===== config.mk =====
export PLATFORM = sky130hd
export DESIGN_NAME = weight_loader
export DESIGN_NICKNAME = d
export VERILOG_FILES = /design/src/rtl/tsr_pkg.sv /design/src/rtl/weight_loader_unpacker.sv /design/src/rtl/weight_loader.sv
export SDC_FILE = /design/constraint.sdc
export NUM_CORES = 1
export LEC_CHECK = 0
export CAP_MARGIN = 5
export CORE_UTILIZATION = 53
export DETAILED_ROUTE_END_ITERATION = 8
export HOLD_SLACK_MARGIN = 0.02
export MAX_ROUTING_LAYER = met4
export PLACE_DENSITY = 0.78
export REMOVE_ABC_BUFFERS = 1
export SKIP_CTS_REPAIR_TIMING = 1
export SLEW_MARGIN = 15
export SYNTH_ARGS = -nofsm -noshare
export SYNTH_HDL_FRONTEND = slang
export SYNTH_SLANG_ARGS = --single-unit

===== constraint.sdc =====
create_clock -name clk -period 3.4 [get_ports clk]
set_input_delay 0.68 -clock clk [delete_from_list [all_inputs] [get_ports clk]]
set_output_delay 0.68 -clock clk [all_outputs]
set_load 0.05 [all_outputs]

===== src/rtl/tsr_pkg.sv =====
// Shared definitions for the weight loader: FSM state encoding, header word
// indices, datapath widths and the header range check.
// Optional feature macro: WEIGHT_LOADER_CHECKSUM_EN (adds the TRAILER state).
package tsr_pkg;

    localparam int STREAM_WIDTH = 32;
    localparam int WEIGHT_WIDTH = 16;

    // Position of each header word within a frame
    localparam int HDR_BASE = 0;
    localparam int HDR_LEN  = 1;

    typedef enum logic [2:0] {
        ST_IDLE    = 3'd0,
        ST_HDR_LEN = 3'd1,
        ST_DATA_LO = 3'd2,
        ST_DATA_HI = 3'd3,
        ST_DONE    = 3'd4,
        ST_DRAIN   = 3'd5,
        ST_TRAILER = 3'd6
    } load_state_t;

    // A weight count is unusable when it is zero, too large, or would run
    // past the end of the address space. The 33-bit sum rejects wrap-around.
    function automatic logic len_invalid(
        input logic [STREAM_WIDTH-1:0] base,
        input logic [STREAM_WIDTH-1:0] len,
        input logic [STREAM_WIDTH:0]   addr_limit,
        input logic [STREAM_WIDTH-1:0] max_count
    );
        logic [STREAM_WIDTH:0] span;
        span = {1'b0, base} + {1'b0, len};
        return (len == '0) || (len > max_count) || (span > addr_limit);
    endfunction

endpackage


===== src/rtl/weight_loader_unpacker.sv =====
// weight_unpacker: splits accepted 32-bit stream words into two registered
// 16-bit weight writes (low half first), walks the write address from the
// frame base and drops the upper half of the final word when N is odd.
// With WEIGHT_LOADER_CHECKSUM_EN it also keeps a wrapping sum of issued weights.
module weight_unpacker
    import tsr_pkg::*;
(
    input  logic                    clk,
    input  logic                    rst_n,
    input  logic                    base_load,
    input  logic [STREAM_WIDTH-1:0] base,
    input  logic                    len_load,
    input  logic [STREAM_WIDTH-1:0] len,
    input  logic                    word_load,
    input  logic [STREAM_WIDTH-1:0] word,
    input  logic                    hi_issue,
    output logic [WEIGHT_WIDTH-1:0] wr_data,
    output logic [STREAM_WIDTH-1:0] wr_addr,
    output logic                    wr_en,
    output logic [STREAM_WIDTH-1:0] addr,
    output logic                    last_word,
    output logic                    rem_one
`ifdef WEIGHT_LOADER_CHECKSUM_EN
    ,
    output logic [WEIGHT_WIDTH-1:0] checksum
`endif
);

    logic [STREAM_WIDTH-1:0] addr_reg;
    logic [STREAM_WIDTH-1:0] rem_reg;     // weights still to be written
    logic [WEIGHT_WIDTH-1:0] hi_buf_reg;  // upper half waiting for its turn
    logic [WEIGHT_WIDTH-1:0] wr_data_reg;
    logic [STREAM_WIDTH-1:0] wr_addr_reg;
    logic                    wr_en_reg;

    logic                    issue_en;
    logic [WEIGHT_WIDTH-1:0] issue_data;

    // Choose the weight written next cycle: low half on a new word, otherwise
    // the buffered high half unless the count is already exhausted (odd N).
    always_comb begin
        issue_en   = 1'b0;
        issue_data = hi_buf_reg;
        if (word_load) begin
            issue_en   = 1'b1;
            issue_data = word[WEIGHT_WIDTH-1:0];
        end else if (hi_issue && (rem_reg != '0)) begin
            issue_en   = 1'b1;
        end
    end

    // Half-buffer, address counter, remaining count and registered write port
    always_ff @(posedge clk or negedge rst_n) begin
        if (!rst_n) begin
            addr_reg    <= '0;
            rem_reg     <= '0;
            hi_buf_reg  <= '0;
            wr_data_reg <= '0;
            wr_addr_reg <= '0;
            wr_en_reg   <= 1'b0;
        end else begin
            wr_en_reg <= issue_en;
            if (base_load) begin
                addr_reg <= base;
            end
            if (len_load) begin
                rem_reg <= len;
            end
            if (word_load) begin
                hi_buf_reg <= word[STREAM_WIDTH-1:WEIGHT_WIDTH];
            end
            if (issue_en) begin
                wr_data_reg <= issue_data;
                wr_addr_reg <= addr_reg;
                addr_reg    <= addr_reg + 1'b1;
                rem_reg     <= rem_reg - 1'b1;
            end
        end
    end

`ifdef WEIGHT_LOADER_CHECKSUM_EN
    logic [WEIGHT_WIDTH-1:0] sum_reg;

    // Running sum is updated as each write is issued so it is complete by
    // the time the trailer can be accepted.
    always_ff @(posedge clk or negedge rst_n) begin
        if (!rst_n) begin
            sum_reg <= '0;
        end else if (base_load) begin
            sum_reg <= '0;
        end else if (issue_en) begin
            sum_reg <= sum_reg + issue_data;
        end
    end

    assign checksum = sum_reg;
`endif

    assign wr_data   = wr_data_reg;
    assign wr_addr   = wr_addr_reg;
    assign wr_en     = wr_en_reg;
    assign addr      = addr_reg;
    // Word about to be accepted is the final data word of the frame
    assign last_word = (rem_reg <= STREAM_WIDTH'(2));
    assign rem_one   = (rem_reg == STREAM_WIDTH'(1));

endmodule


===== src/rtl/weight_loader.sv =====
// weight_loader: accepts a framed 32-bit weight stream (base, N, data words)
// and drives the conv weight write port with one 16-bit write per cycle.
// Optional feature macro: WEIGHT_LOADER_CHECKSUM_EN adds a checksum trailer
// word after the data; load_done then requires a matching sum.
module weight_loader
    import tsr_pkg::*;
#(
    parameter int unsigned ADDR_LIMIT = 65536,
    parameter int unsigned MAX_COUNT  = 32768
) (
    input  logic                    clk,
    input  logic                    rst_n,
    input  logic [STREAM_WIDTH-1:0] s_data,
    input  logic                    s_valid,
    output logic                    s_ready,
    input  logic                    s_last,
    output logic [WEIGHT_WIDTH-1:0] weight_wr_data,
    output logic [STREAM_WIDTH-1:0] weight_wr_addr,
    output logic                    weight_wr_en,
    output logic                    load_busy,
    output logic                    load_done,
    output logic                    load_err
);

`ifdef WEIGHT_LOADER_CHECKSUM_EN
    localparam load_state_t TAIL_STATE = ST_TRAILER;
`else
    localparam load_state_t TAIL_STATE = ST_DONE;
`endif

    load_state_t state_reg, state_next;

    logic load_err_reg, load_done_reg;
    logic err_set, err_clr, done_set;
    logic base_load, len_load, word_load, hi_issue;
    logic [STREAM_WIDTH-1:0] cur_addr;
    logic last_word, rem_one;
`ifdef WEIGHT_LOADER_CHECKSUM_EN
    logic [WEIGHT_WIDTH-1:0] checksum;
`endif

    weight_unpacker u_unpacker (
        .clk       (clk),
        .rst_n     (rst_n),
        .base_load (base_load),
        .base      (s_data),
        .len_load  (len_load),
        .len       (s_data),
        .word_load (word_load),
        .word      (s_data),
        .hi_issue  (hi_issue),
        .wr_data   (weight_wr_data),
        .wr_addr   (weight_wr_addr),
        .wr_en     (weight_wr_en),
        .addr      (cur_addr),
        .last_word (last_word),
        .rem_one   (rem_one)
`ifdef WEIGHT_LOADER_CHECKSUM_EN
        ,
        .checksum  (checksum)
`endif
    );

    // Frame sequencing: header capture, data word pacing, error handling
    always_comb begin
        state_next = state_reg;
        s_ready    = 1'b0;
        err_set    = 1'b0;
        err_clr    = 1'b0;
        done_set   = 1'b0;
        base_load  = 1'b0;
        len_load   = 1'b0;
        word_load  = 1'b0;
        hi_issue   = 1'b0;
        case (state_reg)
            ST_IDLE: begin
                s_ready = 1'b1;
                if (s_valid) begin
                    if (s_last) begin
                        err_set = 1'b1;
                    end else begin
                        err_clr    = 1'b1;
                        base_load  = 1'b1;
                        state_next = ST_HDR_LEN;
                    end
                end
            end
            ST_HDR_LEN: begin
                s_ready = 1'b1;
                if (s_valid) begin
                    if (s_last) begin
                        err_set    = 1'b1;
                        state_next = ST_IDLE;
                    end else if (len_invalid(cur_addr, s_data, (STREAM_WIDTH+1)'(ADDR_LIMIT),
                                             STREAM_WIDTH'(MAX_COUNT))) begin
                        err_set    = 1'b1;
                        state_next = ST_DRAIN;
                    end else begin
                        len_load   = 1'b1;
                        state_next = ST_DATA_LO;
                    end
                end
            end
            ST_DATA_LO: begin
                s_ready = 1'b1;
                if (s_valid) begin
`ifdef WEIGHT_LOADER_CHECKSUM_EN
                    // The trailer carries s_last, so it is early on any data word
                    if (s_last) begin
                        err_set    = 1'b1;
                        state_next = ST_IDLE;
                    end else begin
                        word_load  = 1'b1;
                        state_next = rem_one ? TAIL_STATE : ST_DATA_HI;
                    end
`else
                    if (s_last && !last_word) begin
                        err_set    = 1'b1;
                        state_next = ST_IDLE;
                    end else if (!s_last && last_word) begin
                        err_set    = 1'b1;
                        state_next = ST_DRAIN;
                    end else begin
                        word_load  = 1'b1;
                        state_next = rem_one ? TAIL_STATE : ST_DATA_HI;
                    end
`endif
                end
            end
            ST_DATA_HI: begin
                hi_issue   = 1'b1;
                state_next = rem_one ? TAIL_STATE : ST_DATA_LO;
            end
            ST_DONE: begin
                done_set   = 1'b1;
                state_next = ST_IDLE;
            end
            ST_DRAIN: begin
                s_ready = 1'b1;
                if (s_valid && s_last) begin
                    state_next = ST_IDLE;
                end
            end
`ifdef WEIGHT_LOADER_CHECKSUM_EN
            ST_TRAILER: begin
                s_ready = 1'b1;
                if (s_valid) begin
                    if (s_last && (s_data[WEIGHT_WIDTH-1:0] == checksum)) begin
                        state_next = ST_DONE;
                    end else begin
                        err_set    = 1'b1;
                        state_next = s_last ? ST_IDLE : ST_DRAIN;
                    end
                end
            end
`endif
            default: begin
                state_next = ST_IDLE;
            end
        endcase
    end

    // State register plus the sticky error flag and the done pulse
    always_ff @(posedge clk or negedge rst_n) begin
        if (!rst_n) begin
            state_reg     <= ST_IDLE;
            load_err_reg  <= 1'b0;
            load_done_reg <= 1'b0;
        end else begin
            state_reg     <= state_next;
            load_done_reg <= done_set;
            if (err_set) begin
                load_err_reg <= 1'b1;
            end else if (err_clr) begin
                load_err_reg <= 1'b0;
            end
        end
    end

    assign load_busy = (state_reg != ST_IDLE);
    assign load_done = load_done_reg;
    assign load_err  = load_err_reg;

endmodule

==> results of run 1 <==
## cells in the final DEF, fill, tap and decap left out, types with 14 or more instances in the layout
| master | Yosys | final |
|---|---|---|
| nor4_1 | 17 | 16 |
| clkdlybuf4s50_1 | 0 | 75 |
| o21ai_1 | 2 | 14 |
| a211oi_1 | 23 | 16 |
| nand4_1 | 20 | 20 |
| mux2i_1 | 26 | 26 |
| a21oi_1 | 86 | 75 |
| o21ai_0 | 46 | 30 |
| nor3_1 | 27 | 23 |
| o211ai_1 | 21 | 21 |
| and3_1 | 17 | 17 |
| nand3_1 | 36 | 35 |
| nor2_1 | 97 | 95 |
| mux2_2 | 17 | 17 |
| ha_1 | 38 | 24 |
| dfrtp_1 | 134 | 134 |
| buf_4 | 0 | 212 |
| nand2_1 | 192 | 189 |
| inv_1 | 19 | 17 |
| or3_1 | 15 | 14 |
| clkbuf_16 | 0 | 18 |
## final cells by class
class / count / area share, %
diodes: 3 / 0.0594
clock buffers: 19 / 3.42
clock inverters: 13 / 0.980
inverters: 19 / 0.604
multi-input cells: 851 / 44.7
flip-flops and latches: 134 / 26.5
well taps: 216 / 2.14
repair buffers: 314 / 21.6
## worst max path at each step
stage | startpoint | to
floorplan | u_unpacker.rem_reg[10] | u_unpacker.rem_reg[14]
global placement | s_data[0] | u_unpacker.rem_reg[30]
detailed placement | s_data[0] | u_unpacker.rem_reg[23]
CTS | s_data[0] | u_unpacker.rem_reg[0]
global route | s_data[7] | u_unpacker.rem_reg[9]
finish | s_data[7] | u_unpacker.rem_reg[1]
## power breakdown
| part | switching, mW | internal (mW) | total [mW] |
|---|---|---|---|
| Clock | 0.769 | 1.01 | 1.78 |
| Combinational | 2.49 | 2.24 | 4.73 |
| Sequential | 0.230 | 1.79 | 2.02 |
| Total | 3.49 | 5.05 | 8.54 |
## cells by family (layout without fill, tap and decap cells)
| kind of cell | count (synthesis) | in the layout |
|---|---|---|
| compound gates | 277 | 277 |
| xor+xnor | 18 | 18 |
| fa+ha+maj | 39 | 39 |
| buf+inv | 74 | 365 |
| flops | 134 | 134 |
| mux | 43 | 43 |
| other cells | 0 | 3 |
| simple gates | 473 | 474 |
## cell usage after synthesis, types with 5 or more instances
cell / count
nand2_1: 192
nand4_1: 20
o21ai_0: 46
and3_1: 17
o211a_1: 5
o211ai_1: 21
mux2i_1: 26
nor3b_1: 8
or2_2: 6
nor3_1: 27
clkbuf_1: 44
dfrtp_1: 134
a21o_1: 13
a21oi_1: 86
mux2_2: 17
xor2_1: 6
nor4_1: 17
a31oi_1: 13
xnor2_1: 12
ha_1: 38
o311ai_0: 5
buf_2: 7
and2_1: 15
a211oi_1: 23
a221o_1: 9
inv_1: 19
or3_1: 15
nand3_1: 36
nor2_1: 97
o21a_1: 11
## through the flow
step	hold slack [ps]	cell area, um2	setup WS [ps]	power (mW)
2_1_floorplan	384	8590	-3980	4.11
4_1_cts	350	11900	-773	7.88
3_5_place_dp	455	11300	-1200	6.09
6_report	296	12600	-445	8.54
5_1_grt	375	12600	-635	8.98
3_3_place_gp	449	11300	-1170	6.03
## routing by layer
layer	track usage, %	vias up	part of all wire [%]
met5	-	-	0
met4	17.2	0	4.9
met3	7.98	160	10
met2	55.2	636	45
met1	47.9	4782	40
li1	-	4431	-
==> flow_metrics.py, run 1 <==
metrics = {
    "run_status": {
        "status": "finished, violations left",
        "violations": "negative setup slack",
    },
    "clock_network": {
        "numCtsBuffers": 17,
        "cts_tree": "built",
        "clkLatencyLatePin_ps": 430,
        "cts_root_buffer": "clkbuf_16",
        "clock_path_buffers": 2,
        "cts_sinks": 134,
        "path_clk_slew_ps": 60,
        "h-tree-depth": 4,
    },
    "die": {
        "fp.dieW_um": 131,
        "initial_core_util_pct": 54.9,
        "die_y_um": 131,
        "coreArea_mm2": 0.0161,
        "fp.dieArea_mm2": 0.0171,
        "ios": 89,
        "rows": 46,
    },
    "cells_and_area": {
        "drive_above_1_share_pct": 26.9,
        "multi_input_area_mm2": 0.00565,
        "nNetsFinal": 1412,
        "finish.utilization_pct": 78.7,
        "syn_to_final_growth_pct": 43.5,
        "fillerInstances": 970,
        "layout.cells.non_filler": 1569,
        "seq_area_mm2": 0.00335,
    },
    "sta": {
        "relSlewSlack_pct": 41.0,
        "setup_ws_ps": -445,
        "tightest_slew_ps": 877,
        "finalSetupViolCount": 38,
        "rsz0062_at_grt": "true",
        "period_needed_ps": 3850,
        "fin_skew_ps": 10.4,
        "hold_viol_final": 0,
        "tns_ps": -12970,
        "drv_slew": 0,
        "period_share_pct": 113,
        "fmax_mhz": 260,
    },
    "yosys": {
        "yosys.area_share.xor_xnor_pct": 1.79,
        "ys_warn_count": 0,
        "ys_seq_elements": 134,
        "syn_inst": 1058,
        "synth_compound_area_share_pct": 20.7,
        "yosys-mux-area-fraction_pct": 5.13,
        "yosys-top-cells-area": "dfrtp_1 (38%), nand2_1 (8.2%), ha_1 (5.4%), a21oi_1 (4.9%), nor2_1 (4.1%)",
        "synth-simple-area-share_pct": 25.4,
        "synth.distinct_cells": 69,
        "synthAdderAreaFrac_pct": 5.62,
        "synth_top_family_by_area": "simple AND/OR/NAND/NOR gates",
        "synthFlopType": "dfrtp_1",
        "synthArstFlopShare_pct": 100,
        "post-synth-top-area-fraction_pct": 38.1,
        "netlist_area_mm2": 0.00881,
        "ys_seq_area_share_pct": 38.1,
        "synth.largest_area_cell": "dfrtp_1",
        "synth-edff-count": 0,
        "postSynthAreaPerCell_um2": 8.33,
    },
    "job": {
        "cap_violations": 0,
    },
    "placed_design": {
        "dp_cells": 1512,
        "dp_hpwl_mm": 21.9,
        "port_buffers": 88,
        "routabilityCongestion": 0.972,
    },
    "setup_path": {
        "crit-reg2reg-capture": "u_unpacker.rem_reg[1]",
        "end_kind": "flop",
        "slowest_stage": "clkdlybuf4s50_1",
        "critPathLaunchType": "primary input",
        "cp_top_family": "simple AND/OR/NAND/NOR gates",
        "critPathBufInv": 5,
        "critical_path_class": "primary input to flop",
        "arrival_ps": 4180,
        "r2r_slack_ps": -400,
        "max_stage_delay_ps": 460,
        "worstPathCellList": "clkdlybuf4s50_1 > ha_2 > and2_1 > nand3_1 > or3_1 > and4_1 > a2111oi_2 > nand4_1 > a2111oi_4 > buf_4 > nand4_1 > buf_6 > buf_8 > buf_4 > a221oi_2",
        "cp_max_fo": 8,
        "r2r_cells": 15,
        "crit_cells": 15,
        "r2r_start": "u_unpacker.addr[0]",
        "critPathRequiredTime_ps": 3740,
    },
    "global_route": {
        "grt_pass1_vias": 9196,
        "grt.total_usage_pct": 37.0,
        "grt_pass1_wl_mm": 46.9,
        "overflow": 0,
        "grt_max_degree": 87,
        "grt_antenna_before_repair": 3,
    },
    "power": {
        "pwr_density_cell_mw_per_mm2": 675,
        "leakage_nw": 5.79,
        "irDropWorstVdd_uv": 506,
    },
    "routing": {
        "wl_mm": 32.4,
        "drc": 0,
        "drt_iter0_markers": 1345,
        "first_pass_iters": 9,
        "num_vias": 10009,
        "vias_per_cell": 6.38,
        "ant_nets": 0,
        "routedWlPerCell_um": 20.7,
    },
    "hold_path": {
        "hp-class": "primary input to asynchronous set/reset pin",
    },
}
Note: power is estimated with default switching activity, not from simulation.
==> inputs of run 2 (changes only) <==
--- a/config.mk
+++ b/config.mk
@@ -6,6 +6,7 @@
 export NUM_CORES = 1
 export LEC_CHECK = 0
 export CAP_MARGIN = 5
+export CORE_ASPECT_RATIO = 1.5
 export CORE_UTILIZATION = 53
 export DETAILED_ROUTE_END_ITERATION = 8
 export HOLD_SLACK_MARGIN = 0.02
==> run 2 against run 1 <==
Against the previous run: the flow still finishes with violations (negative setup slack); worst setup slack worse by 47 ps; cell count did not move; register-to-register slack worse by 90 ps; highest routed layer unchanged; design area up 0.57%; critical path type is now flop to flop; critical path depth unchanged; largest power group unchanged.
==> flow_metrics.py, run 2 (synthesis gave the netlist of run 1 again) <==
metrics = {
    "placed_design": {
        "dp_hpwl_mm": 23.9,
        "routabilityCongestion": 0.969,
        "dp_cells": 1528,
        "port_buffers": 88,
        "pre_cts_slack_ps": -1210,
    },
    "die": {
        "fp.dieArea_mm2": 0.0172,
        "fp.dieW_um": 107,
        "initial_core_util_pct": 54.2,
        "coreArea_mm2": 0.0163,
        "rows": 57,
        "ios": 89,
        "die_y_um": 160,
    },
    "cells_and_area": {
        "final_cell_mix": "buf_4 (230), nand2_1 (191), dfrtp_1 (133), nor2_1 (97), a21oi_1 (78)",
        "drive_above_1_share_pct": 27.4,
        "nNetsFinal": 1426,
        "n_antenna_cell": 0,
        "final_common_cell": "buf_4",
        "layout.cells.non_filler": 1569,
        "syn_to_final_growth_pct": 44.3,
    },
    "sta": {
        "fmax_mhz": 257,
        "rsz0062_at_grt": "true",
        "finalSetupViolCount": 36,
        "setup_ws_ps": -493,
        "fin_skew_ps": 12.3,
        "tightest_slew_ps": 789,
        "relSlewSlack_pct": 47.4,
        "hold_viol_final": 0,
        "drv_slew": 0,
        "period_share_pct": 114,
        "period_needed_ps": 3890,
        "tns_ps": -10670,
    },
    "clock_network": {
        "cts_tree": "built",
        "numCtsBuffers": 17,
        "clkLatencyLatePin_ps": 430,
        "clock_path_buffers": 2,
        "cts_sinks": 134,
        "h-tree-depth": 4,
        "cts_root_buffer": "clkbuf_16",
        "path_clk_slew_ps": 60,
    },
    "power": {
        "leakage_nw": 5.92,
        "pwr_density_cell_mw_per_mm2": 689,
        "irDropWorstVdd_uv": 547,
    },
    "routing": {
        "wl_mm": 34.5,
        "drt_iter0_markers": 985,
        "first_pass_iters": 5,
        "num_vias": 10124,
        "vias_per_cell": 6.45,
        "routedWlPerCell_um": 22.0,
        "ant_nets": 0,
        "drc": 0,
    },
    "run_status": {
        "status": "finished, violations left",
        "violations": "negative setup slack",
    },
    "global_route": {
        "overflow": 0,
        "grt_max_degree": 70,
        "grt_pass1_vias": 9772,
        "grt_pass1_wl_mm": 51.7,
        "grt.total_usage_pct": 40.3,
        "grt_antenna_before_repair": 0,
    },
    "job": {
        "cap_violations": 0,
    },
    "setup_path": {
        "critical_path_class": "flop to flop",
        "worstPathCellList": "ha_4 > fa_2 > a211oi_4 > o31ai_4 > and2_4 > or3_4 > a211oi_2 > nand4_1 > a2111oi_2 > buf_4 > nand4_1 > buf_4 > buf_6 > and3b_1 > nor3_1",
        "critPathLaunchType": "flop",
        "slowest_stage": "dfrtp_2",
        "end_kind": "flop",
        "arrival_ps": 4200,
        "cp_max_fo": 6,
        "max_stage_delay_ps": 460,
        "critPathRequiredTime_ps": 3710,
    },
    "hold_path": {
        "hp-class": "primary input to asynchronous set/reset pin",
    },
}
==> run 2: per-stage QoR <==
stage | util, % | total power, mW | hold slack, ps | cell area [um2]
floorplan | - | 4.11 | 384 | 8590
global placement | 70.8 | 6.25 | 449 | 11500
detailed placement | 70.8 | 6.29 | 455 | 11500
CTS | 74.4 | 8.20 | 273 | 12100
global route | 78.2 | 9.20 | 306 | 12700
finish | 78.2 | 8.77 | 231 | 12700
==> run 2: layout make-up <==
class,instances,area (um2)
timing repair buffer,328,2820
multi-input combinational,851,5620
clock buffer,17,425
sequential,134,3350
clock inverter,14,163
tap,206,258
inverter,19,73.8
fill,1053,3540
==> run 2: per-layer routing <==
| layer | part of all wire, % | GRT usage [%] |
|---|---|---|
| met5 | 0 | - |
| met4 | 7.7 | 24.2 |
| met3 | 7.5 | 6.29 |
| met2 | 50 | 67.4 |
| met1 | 35 | 44.9 |
==> run 2: worst max-delay path, delay by kind of cell, from the launching register on <==
kind,cells,cell delay [ps]
simple gates,6,1200
fa+ha+maj,2,610
flops,1,460
buf+inv,3,490
compound gates,4,1030
==> run 2: final timing paths <==
kind / start / slack, ps / cells after the start / to
worst max register to register: u_unpacker.addr[0] / -490 / 15 / u_unpacker.rem_reg[13]
worst min-delay path: rst_n / 230 / 1 / u_unpacker.wr_addr[8]
worst max-delay path: u_unpacker.addr[0] / -490 / 15 / u_unpacker.rem_reg[13]
min in group clk: u_unpacker.wr_addr[12] / 460 / 2 / u_unpacker.wr_addr[12]
worst min register to register: u_unpacker.wr_addr[12] / 460 / 2 / u_unpacker.wr_addr[12]
max in group asynchronous: rst_n / 2250 / 2 / u_unpacker.addr[13]
==> run 2: where the power goes <==
group	total, mW	internal [mW]	switching, mW	leakage [nW]
clock	1.89	1.10	0.787	0.293
sequential	2.05	1.79	0.258	1.71
combinational	4.83	2.29	2.53	3.91
total	8.77	5.19	3.58	5.92
